[src/rtl/color_match_judge.sv]
// Round referee: accepts a platform/ball color set over ready/valid, waits for a
// landing or timeout, judges it and keeps score, lives and game-over state.
module color_match_judge #(
    parameter int NUM_LIVES      = 3,
    parameter int SCORE_WIDTH    = 8,
    parameter int TIMEOUT_CYCLES = 1000
) (
    input  logic                   clk,
    input  logic                   reset,
    input  logic [11:0]            plats_color,
    input  logic [2:0]             ball_color,
    input  logic                   colors_valid,
    output logic                   colors_ready,
    input  logic                   land,
    input  logic [1:0]             land_plat,
    input  logic                   start,
    output logic                   match,
    output logic                   miss,
    output logic                   void_round,
    output logic [SCORE_WIDTH-1:0] score,
    output logic [3:0]             lives,
    output logic                   game_over
);

    typedef enum logic [1:0] {
        ST_LOAD  = 2'd0,
        ST_ARMED = 2'd1,
        ST_OVER  = 2'd2
    } state_t;

    localparam logic [3:0]             LIVES_INIT = 4'(NUM_LIVES);
    localparam logic                   TO_EN      = (TIMEOUT_CYCLES != 0);
    localparam logic [19:0]            TO_LAST    = 20'(TIMEOUT_CYCLES - 1);
    localparam logic [SCORE_WIDTH-1:0] SCORE_MAX  = {SCORE_WIDTH{1'b1}};

    // True when no platform in the set carries the ball color.
    function automatic logic is_unwinnable(input logic [11:0] plats, input logic [2:0] ball);
        logic hit;
        hit = 1'b0;
        for (int i = 0; i < 4; i++) begin
            if (plats[3*i +: 3] == ball) begin
                hit = 1'b1;
            end
        end
        return !hit;
    endfunction

    state_t                   state_r;
    logic [11:0]              plats_r;
    logic [2:0]               ball_r;
    logic                     unwin_r;
    logic [19:0]              cnt_r;
    logic                     ready_r;
    logic                     over_r;
    logic                     match_r;
    logic                     miss_r;
    logic                     void_r;
    logic [SCORE_WIDTH-1:0]   score_r;
    logic [3:0]               lives_r;

    logic [2:0]               land_color_s;
    logic                     timeout_s;
    logic                     judge_s;
    logic                     win_s;

    // Color of the touched platform, taken from the latched set.
    always_comb begin
        land_color_s = 3'd0;
        case (land_plat)
            2'd0:    land_color_s = plats_r[2:0];
            2'd1:    land_color_s = plats_r[5:3];
            2'd2:    land_color_s = plats_r[8:6];
            2'd3:    land_color_s = plats_r[11:9];
            default: land_color_s = 3'd0;
        endcase
    end

    // A timeout without a landing counts as a wrong landing; a real landing wins the tie.
    always_comb begin
        timeout_s = 1'b0;
        if (TO_EN && (cnt_r == TO_LAST)) begin
            timeout_s = 1'b1;
        end else begin
            timeout_s = 1'b0;
        end
        judge_s = land || timeout_s;
        win_s   = land && (land_color_s == ball_r);
    end

    // Round FSM with registered handshake, status and result pulses.
    always_ff @(posedge clk) begin
        if (reset) begin
            state_r <= ST_LOAD;
            plats_r <= 12'd0;
            ball_r  <= 3'd0;
            unwin_r <= 1'b0;
            cnt_r   <= 20'd0;
            ready_r <= 1'b1;
            over_r  <= 1'b0;
            match_r <= 1'b0;
            miss_r  <= 1'b0;
            void_r  <= 1'b0;
            score_r <= '0;
            lives_r <= LIVES_INIT;
        end else begin
            match_r <= 1'b0;
            miss_r  <= 1'b0;
            void_r  <= 1'b0;
            case (state_r)
                ST_LOAD: begin
                    if (colors_valid) begin
                        plats_r <= plats_color;
                        ball_r  <= ball_color;
                        unwin_r <= is_unwinnable(plats_color, ball_color);
                        cnt_r   <= 20'd0;
                        ready_r <= 1'b0;
                        state_r <= ST_ARMED;
                    end
                end
                ST_ARMED: begin
                    if (judge_s) begin
                        if (unwin_r) begin
                            void_r  <= 1'b1;
                            ready_r <= 1'b1;
                            state_r <= ST_LOAD;
                        end else if (win_s) begin
                            match_r <= 1'b1;
                            if (score_r != SCORE_MAX) begin
                                score_r <= score_r + {{(SCORE_WIDTH-1){1'b0}}, 1'b1};
                            end
                            ready_r <= 1'b1;
                            state_r <= ST_LOAD;
                        end else begin
                            miss_r <= 1'b1;
                            if (lives_r != 4'd0) begin
                                lives_r <= lives_r - 4'd1;
                            end
                            if (lives_r <= 4'd1) begin
                                over_r  <= 1'b1;
                                state_r <= ST_OVER;
                            end else begin
                                ready_r <= 1'b1;
                                state_r <= ST_LOAD;
                            end
                        end
                    end else if (TO_EN) begin
                        cnt_r <= cnt_r + 20'd1;
                    end
                end
                ST_OVER: begin
                    if (start) begin
                        score_r <= '0;
                        lives_r <= LIVES_INIT;
                        over_r  <= 1'b0;
                        ready_r <= 1'b1;
                        state_r <= ST_LOAD;
                    end
                end
                default: begin
                    over_r  <= 1'b0;
                    ready_r <= 1'b1;
                    state_r <= ST_LOAD;
                end
            endcase
        end
    end

    assign colors_ready = ready_r;
    assign game_over    = over_r;
    assign match        = match_r;
    assign miss         = miss_r;
    assign void_round   = void_r;
    assign score        = score_r;
    assign lives        = lives_r;

endmodule

[config.mk]
export PLATFORM = sky130hd
export DESIGN_NAME = color_match_judge
export DESIGN_NICKNAME = d
export VERILOG_FILES = /design/src/rtl/color_match_judge.sv
export SDC_FILE = /design/constraint.sdc
export NUM_CORES = 1
export LEC_CHECK = 0
export BUFFER_PORTS_ARGS = -buffer_cell sky130_fd_sc_hd__clkbuf_2
export CORE_UTILIZATION = 46
export DETAILED_ROUTE_END_ITERATION = 8
export PLACE_DENSITY_LB_ADDON = 0.05
export SLEW_MARGIN = 20
export SYNTH_ARGS = -nofsm -noshare
export SYNTH_HDL_FRONTEND = slang
export SYNTH_SLANG_ARGS = --single-unit
[constraint.sdc]
create_clock -name clk -period 3.6 [get_ports clk]
set_input_delay 0.36 -clock clk [delete_from_list [all_inputs] [get_ports clk]]
set_output_delay 0.36 -clock clk [all_outputs]
set_load 0.01 [all_outputs]
==> flow_summary.yaml, run 1 <==
status:
  status: "complete, no violations"
logic_synthesis:
  ys_async_sr_fraction_pct: 0
  synth_common_cells: "dfxtp_1, nand2_1, nor2_1"
  yosysTopAreaCell: "dfxtp_1"
  synth_top_area_share_pct: 39.7
  synth_flop_cell: "dfxtp_1"
  syn_nets: 362
  synth_edf_count: 0
  yosys_warnings: 0
  netlist_area_sq_um: 2770
  ys_top_cells_by_area: "dfxtp_1, xnor2_1, nand2_1"
  syn_inst: 336
  ys_ff_latch: 55
  synth_cell_types: 45
  synth_seq_area_share_pct: 39.7
  avgSynthCellArea_sq_um: 8.24
  yosysMostFrequentCell: "dfxtp_1"
worst_setup_path:
  critPathLaunch: "plats_r[7]"
  rr_worst_depth: 6
  crit_chain: "mux4_1 -> xnor2_1 -> a41oi_1 -> nand3_1 -> or4_1 -> o21ai_0"
  cp_max_fo: 4
  crit_path_top_delay_cell: "mux4_1"
  cpPeakStageDelay_ns: 0.51
  cp-end-kind: "flip-flop"
  required_ns: 3.84
  r2r-end: "lives[3]"
  reg2reg_slack_ns: 1.20
  cp-endpoint: "lives[3]"
  timing.rr.start: "plats_r[7]"
  path_class: "flip-flop to flip-flop"
  arrival_ns: 2.64
  cp-start-kind: "flip-flop"
clock_network:
  clockRootBuffer: "clkbuf_8"
  holdBufCountCts: 0
  cts_max_level: 2
  clock_latency_ns: 0.31
  post_cts.repair.setup_buffers: 0
  clk_pin_slew_ns: 0.10
  clock_sinks: 55
  cts_tree: "built"
  cts_made_buffers: 5
  cts.path.max_buffers: 2
  cts-resized-gates: 0
pwr:
  vdd_drop_max_mv: 0.229
  p_leak_nw: 1.11
  power.total_mw: 1.16
  p_per_area_nw_per_um2: 373
die:
  start_util_pct: 49.1
  coreArea_sq_um: 5640
  io_pins: 39
  die_x_um: 79.6
  die_h_um: 79.6
  dieArea_sq_um: 6340
  fp-row-count: 27
placement:
  port_buffers: 38
  placed_area_sq_um: 3000
  gp_congestion: 0.789
  dp_hpwl_um: 4260
  dp_slack_ns: 1.01
drt:
  drc_errors: 0
  drt-initial-drc-count: 82
  drt.antenna.violating_nets: 0
  vias: 2439
  drt_first_pass_iters: 4
  via_per_inst: 5.58
  wl_per_cell_um: 13.6
  wirelength_um: 5930
sta:
  fin_ws_ns: 1.20
  rsz0062_at_grt: "no"
  fin_crit_ns: 2.40
  setup_viol: 0
  final_hold_viol_count: 0
  fin_setup_tns_ns: 0
  slew_viol_final: 0
  tightest_slew_ns: 1.05
  worst_slew_margin_rel_pct: 29.1
  max_freq_mhz: 417
  post-route-period-util_pct: 66.7
  fin_skew_ns: 0.0118
cells_and_area:
  n_antenna_cell: 0
  final_core_util_pct: 55.0
  stdcell_area_sq_um: 3100
  syn2layout_area_growth_pct: 12.1
  final_layout_size_suffix_gt1_share_pct: 13.7
  final_nets: 391
min_path:
  hold_class: "input pin to flip-flop"
flow_run:
  drv_cap: 0
global_route:
  grt_util_all_layers_pct: 20.4
  grt_pass1_vias: 2177
  antenna_found_initial: 0
  grt_overflow_total: 0
  grt_pass1_wl_um: 10200
  grt_max_degree: 36
==> sequential cells by signal (all words and copies together) (netlist names), 2 cells and up <==
| name | count |
|---|---|
| cnt_r | 20 |
| plats_r | 12 |
| ball_r | 3 |
| state_r | 2 |
| score | 8 |
| lives | 4 |
==> cell families after synthesis <==
| group | after synthesis | share of synthesized area (%) |
|---|---|---|
| AND/OR/NAND/NOR | 143 | 25.0 |
| AO/OA/AOI/OAI | 72 | 16.6 |
| flip-flops | 55 | 39.7 |
| XOR/XNOR | 30 | 9.49 |
| buffers and inverters | 27 | 3.70 |
| multiplexers | 5 | 3.61 |
| adder cells (fa/ha/maj) | 4 | 1.81 |
==> per-stage QoR <==
stage,hold WS [ns],instances
detailed placement,0.447,430
CTS,0.276,437
floorplan,0.432,336
global route,0.285,437
finish,0.286,437
global placement,0.444,430
==> placed cells by master, fill, tap and decap left out, drive strengths merged, types with 4 or more instances in the layout <==
| master | n |
|---|---|
| dfxtp | 55 |
| nand2 | 46 |
| clkbuf | 44 |
| nor2 | 33 |
| xnor2 | 27 |
| a21oi | 24 |
| nand3 | 19 |
| o21ai | 11 |
| a211oi | 10 |
| inv | 9 |
| nand4 | 7 |
| nand2b | 6 |
| o311ai | 6 |
| nor3 | 5 |
| a31oi | 5 |
| and3 | 5 |
| and2 | 4 |
| ha | 4 |
==> report_power, final <==
part	total (mW)	leakage, nW	internal (mW)	switching (mW)
sequential	0.636	0.446	0.624	0.0116
clock	0.394	0.0513	0.204	0.190
combinational	0.128	0.608	0.0495	0.0786
==> worst max-delay path, delay by kind of cell (launching register included) <==
family	cells	cell delay (ns)
and+or+nand+nor	2	0.78
DFF	1	0.33
xor gates and xnor gates	1	0.16
AOI/OAI and AO/OA	2	0.55
muxes	1	0.51
==> layer usage <==
| layer | share of wire, % | GRT usage, % |
|---|---|---|
| met1 | 50 | 28.0 |
| met2 | 44 | 31.5 |
| met3 | 4.6 | 4.00 |
| met4 | 1.1 | 7.45 |
| met5 | 0 | 0 |
==> final cells by class <==
class	count	area (sq um)
Inverter	9	33.8
Fill cell	550	2540
Clock buffer	6	72.6
Sequential cell	55	1100
Multi-Input combinational cell	254	1570
Clock inverter	1	30.0
Tap cell	72	90.1
Timing Repair Buffer	40	205
==> how the worst min path moves through the flow <==
stage | endpoint | slack (ns) | cells after the start | startpoint
after global placement | plats_r[6] | 0.44 | 2 | plats_r[6]
after floorplan | plats_r[3] | 0.43 | 2 | plats_r[3]
final | plats_r[7] | 0.29 | 3 | plats_color[7]
after CTS | plats_r[7] | 0.28 | 3 | plats_color[7]
after detailed placement | plats_r[10] | 0.45 | 2 | plats_r[10]
after global routing | plats_r[8] | 0.29 | 3 | plats_color[8]
Power figures use the tool's default switching activity.
==> run 2, diff against run 1 <==
--- a/config.mk
+++ b/config.mk
@@ -5,6 +5,7 @@
 export SDC_FILE = /design/constraint.sdc
 export NUM_CORES = 1
 export LEC_CHECK = 0
+export ABC_AREA = 1
 export BUFFER_PORTS_ARGS = -buffer_cell sky130_fd_sc_hd__clkbuf_2
 export CORE_UTILIZATION = 46
 export DETAILED_ROUTE_END_ITERATION = 8
==> constraint.sdc (replaced) <==
create_clock -name clk -period 2.17 [get_ports clk]
set_input_delay 0.217 -clock clk [delete_from_list [all_inputs] [get_ports clk]]
set_output_delay 0.217 -clock clk [all_outputs]
set_load 0.01 [all_outputs]
==> flow_summary.yaml, run 2 <==
status:
  status: "complete, no violations"
logic_synthesis:
  syn_nets: 514
  synthSimpleGateAreaFrac_pct: 40.4
  synth_flop_cell: "dfxtp_1"
  synth_top_area_share_pct: 34.2
  ys_top_cells_by_area: "dfxtp_1, nand2_1, nand3_1"
  synth_compound_area_share_pct: 8.82
  syn_inst: 488
  synthMuxAreaShare_pct: 0
  yosysTopAreaCell: "dfxtp_1"
  synth_cell_types: 34
  synth_xor_area_share_pct: 5.44
  netlist_area_sq_um: 3220
  yosysMostFrequentCell: "nand2_1"
  ys_ff_latch: 55
  ys_async_sr_fraction_pct: 0
  avgSynthCellArea_sq_um: 6.60
  synth_top_family_by_area: "simple AND/OR/NAND/NOR gates"
  synth_seq_area_share_pct: 34.2
  synth_common_cells: "nand2_1, nand3_1, nor2_1"
  yosys_warnings: 0
  synth_edf_count: 0
  synthAdderAreaFrac_pct: 1.55
drt:
  drc_errors: 0
  drt.antenna.violating_nets: 0
  via_per_inst: 5.07
  wirelength_um: 7640
  wl_per_cell_um: 12.4
  drt_first_pass_iters: 4
  drt-initial-drc-count: 194
  vias: 3132
pwr:
  swShare_pct: 27.4
  p_int_mw: 1.54
  power_frac_seq_pct: 51.0
  p_sw_mw: 0.581
  p_per_area_nw_per_um2: 591
  power_frac_comb_pct: 15.6
  clockPowerShare_pct: 33.3
  vdd_drop_max_mv: 0.339
  p_leak_nw: 1.55
global_route:
  grt_pass1_vias: 2939
  grt_pass1_wl_um: 13100
  grt_max_degree: 18
  antenna_found_initial: 0
  grt_util_all_layers_pct: 22.1
  grt_overflow_total: 0
sta:
  fin_crit_ns: 1.91
  post-route-period-util_pct: 88.2
  final_hold_viol_count: 0
  max_freq_mhz: 523
  rsz0062_at_grt: "no"
  tightest_slew_ns: 0.531
  slew_viol_final: 0
  fin_skew_ns: 0.00829
  fin_ws_ns: 0.257
  worst_slew_margin_rel_pct: 64.3
  setup_viol: 0
  fin_setup_tns_ns: 0
die:
  fp-row-count: 30
  start_util_pct: 47.4
  die_h_um: 85.7
  die_x_um: 85.7
  dieArea_sq_um: 7340
  coreArea_sq_um: 6790
  io_pins: 39
placement:
  port_buffers: 38
  gp_congestion: 0.880
  dp.cells: 610
  placed_area_sq_um: 3480
  dp_hpwl_um: 5820
  dp_slack_ns: 0.222
worst_setup_path:
  required_ns: 2.42
  arrival_ns: 2.16
  path_class: "flip-flop to flip-flop"
  cp_max_fo: 17
  cp-start-kind: "flip-flop"
  cp-end-kind: "flip-flop"
cells_and_area:
  final_layout_size_suffix_gt1_share_pct: 15.1
  regMostFlops: "cnt_r"
  final_nets: 547
  final_cell_mix: "nand2_1, nand3_1, nor2_1"
  n_antenna_cell: 0
  stdcell_area_sq_um: 3590
  largest_reg_flops: 20
  layout_commonest_cell: "nand2_1"
  fin_cells: 618
  syn2layout_area_growth_pct: 11.5
clock_network:
  cts_max_level: 2
  holdBufCountCts: 0
  clock_sinks: 55
  cts_tree: "built"
  cts.path.max_buffers: 2
  cts-resized-gates: 0
  clk_pin_slew_ns: 0.10
  cts_made_buffers: 5
  clockRootBuffer: "clkbuf_8"
  clock_latency_ns: 0.31
  post_cts.repair.setup_buffers: 0
flow_run:
  drv_cap: 0
min_path:
  hold_class: "input pin to flip-flop"
run 2: cell families (layout without fill, tap and decap cells):
logic type,count (synthesis),count (layout)
buf+inv,74,108
fa+ha+maj,4,4
simple gates,285,285
compound gates,50,50
xor+xnor,20,20
flops,55,55
run 2: final cells by class:
type,instances,area [sq um]
Fill cell,674,3200
Multi-Input combinational cell,359,1810
Sequential cell,55,1100
Timing Repair Buffer,43,228
Inverter,57,216
Tap cell,96,120
Clock buffer,6,82.6
Clock inverter,2,35.0
run 2: path summary, 6_finish.rpt:
path                  to            from  cells past startpoint  slack, ns
max            cnt_r[10]      state_r[1]                     11       0.26
min           plats_r[6]  plats_color[6]                      3       0.16
max reg2reg    cnt_r[10]      state_r[1]                     11       0.26
min reg2reg  plats_r[11]     plats_r[11]                      2       0.45
run 2: metal layers:
| layer | global-route usage, % | share of wire, % | vias to the layer above |
|---|---|---|---|
| met1 | 27.8 | 46 | 1420 |
| met4 | 5.15 | 0.72 | 0 |
| met2 | 39.6 | 50 | 70 |
| met5 | 0 | 0 | - |
| li1 | - | - | 1636 |
| met3 | 3.18 | 3.6 | 6 |
run 2: worst max-delay path: stages (launching register included):
cell and delay [ns]:
dfxtp_1 0.38, nor2_1 0.15, inv_1 0.11, nor2_4 0.35, inv_1 0.15, nand2_2 0.19, inv_4 0.12, nor2_2 0.13
nand2_1 0.08, nand2_1 0.06, nand2_1 0.04, nor2_1 0.08
run 2: per-stage QoR:
step | power (mW) | hold slack, ns | utilization, %
after global routing | 2.24 | 0.171 | 52.9
after floorplan | 1.35 | 0.355 | -
after global placement | 1.44 | 0.434 | 51.2
after detailed placement | 1.44 | 0.434 | 51.2
final | 2.12 | 0.159 | 52.9
after CTS | 2.15 | 0.147 | 52.9
run 2: power groups by stage:
stage                     combinational [mW]  sequential, mW  clock, mW
final                                  0.332            1.08      0.708
after global routing                   0.380            1.09      0.772
after CTS                              0.334            1.08      0.732
after detailed placement               0.333            1.11          0
after global placement                 0.330            1.11          0
after floorplan                        0.238            1.11          0
==> run 3, diff against run 2 <==
--- a/config.mk
+++ b/config.mk
@@ -7,7 +7,11 @@
 export LEC_CHECK = 0
 export ABC_AREA = 1
 export BUFFER_PORTS_ARGS = -buffer_cell sky130_fd_sc_hd__clkbuf_2
-export CORE_UTILIZATION = 46
+export CELL_PAD_IN_SITES_DETAIL_PLACEMENT = 0
+export CELL_PAD_IN_SITES_GLOBAL_PLACEMENT = 1
+export CORE_MARGIN = 5
+export CORE_UTILIZATION = 37
+export CTS_CLUSTER_DIAMETER = 100
 export DETAILED_ROUTE_END_ITERATION = 8
 export PLACE_DENSITY_LB_ADDON = 0.05
 export SLEW_MARGIN = 20
==> flow_summary.yaml, run 3 (synthesis gave the netlist of run 2 again) <==
status:
  status: "complete, no violations"
clock_network:
  clock_sinks: 55
  cts_made_buffers: 5
  cts_tree: "built"
  clock_latency_ns: 0.31
  cts_max_level: 2
  holdBufCountCts: 0
  clockRootBuffer: "clkbuf_8"
  cts-resized-gates: 0
  post_cts.repair.setup_buffers: 0
  clk_pin_slew_ns: 0.11
  cts.path.max_buffers: 2
worst_setup_path:
  required_ns: 2.38
  cp-start-kind: "flip-flop"
  path_class: "flip-flop to flip-flop"
  crit_path_top_delay_cell: "dfxtp_1"
  cpLargestDelayFamily: "simple AND/OR/NAND/NOR gates"
  cp_max_fo: 8
  cp-end-kind: "flip-flop"
  cp.buffers_inverters: 2
  crit_chain: "ha_1 -> nand2_2 -> inv_2 -> nand2_2 -> nor2_2 -> nand3_2 -> nand2_2 -> nand2_2 -> nand2_1 -> buf_4 -> nand3_1 -> nand2_1 -> nor2_1"
  cpPeakStageDelay_ns: 0.37
  arrival_ns: 2.13
  worst_path_most_repeated_cell: "nand2_2"
global_route:
  grtUsageMet3_pct: 2.82
  globalRoute.busiestLayer: "met2"
  grt_max_degree: 31
  antenna_found_initial: 0
  grt_pass1_wl_um: 14000
  gr-usage-met1_pct: 21.5
  gr-usage-met2_pct: 29.1
  grt_util_all_layers_pct: 16.7
  grt_overflow_total: 0
  grt_pass1_vias: 2947
drt:
  wirelength_um: 8360
  drc_errors: 0
  via_per_inst: 4.83
  vias: 3055
  drt_first_pass_iters: 4
  drt-initial-drc-count: 101
  drt.antenna.violating_nets: 0
  wl_per_cell_um: 13.2
sta:
  final_hold_viol_count: 0
  fin_crit_ns: 1.92
  tightest_slew_ns: 0.453
  rsz0062_at_grt: "no"
  fin_skew_ns: 0.0126
  hold_ws_ns: 0.153
  fin_setup_tns_ns: 0
  worst_slew_margin_rel_pct: 69.6
  post-route-period-util_pct: 88.7
  max_freq_mhz: 520
  setup_viol: 0
  fin_ws_ns: 0.245
  slew_viol_final: 0
die:
  start_util_pct: 37.5
  dieArea_sq_um: 10700
  die_h_um: 103
  die_x_um: 103
  coreArea_sq_um: 8590
  io_pins: 39
  fp-row-count: 34
flow_run:
  drv_cap: 0
placement:
  dp_slack_ns: 0.264
  port_buffers: 38
  gp_congestion: 0.849
  dp_hpwl_um: 6490
  dp.cells: 624
pwr:
  vdd_drop_max_mv: 0.224
  p_per_area_nw_per_um2: 554
  p_leak_nw: 1.54
cells_and_area:
  fin_cells: 632
  final_cell_mix: "nand2_1, nand3_1, nor2_1"
  multi_input_area_sq_um: 1810
  layout_commonest_cell: "nand2_1"
  nFillCells: 991
  final_core_util_pct: 41.8
  seq_area_sq_um: 1100
  final_nets: 549
  final_layout_size_suffix_gt1_share_pct: 15.3
  regMostFlops: "cnt_r"
  n_antenna_cell: 0
  syn2layout_area_growth_pct: 11.5
  largest_reg_flops: 20
min_path:
  hold_class: "input pin to flip-flop"
[run 3: cell type report]
cell class / instances / area share, %
Timing Repair Buffer: 45 / 6.76
Tap cell: 108 / 3.76
Sequential cell: 55 / 30.7
Clock inverter: 2 / 0.348
Clock buffer: 6 / 2.02
Inverter: 57 / 6.03
Multi-Input combinational cell: 359 / 50.4
[run 3: tightest hold or removal path, stage by stage]
cell and delay [ns]:
clkbuf_2 0.09, nand3_1 0.07, nand2_1 0.06
[run 3: per-layer routing]
layer	routed length, um	share of wire (%)	vias to the layer above
li1	-	-	1635
met1	3940	47	1382
met2	4090	49	30
met3	227	2.7	8
met4	103	1.2	0
met5	0	0	-
[run 3: worst paths after layout]
kind	start	to	slack [ns]	cells past startpoint
hold / removal	plats_color[7]	plats_r[7]	0.15	3
hold reg to reg	plats_r[8]	plats_r[8]	0.45	2
setup / recovery	cnt_r[1]	score[2]	0.25	13
setup reg to reg	cnt_r[1]	score[2]	0.25	13
[run 3: metrics by stage]
step	total power [mW]	area [sq um]
floorplan	1.35	3220
global placement	1.45	3510
detailed placement	1.45	3510
CTS	2.04	3590
global route	2.12	3590
finish	1.99	3590
[run 3: power by group]
part / switching, mW / leakage (nW) / internal (mW)
clock: 0.341 / 0.0412 / 0.227
sequential: 0.0332 / 0.448 / 1.05
combinational: 0.219 / 1.05 / 0.119
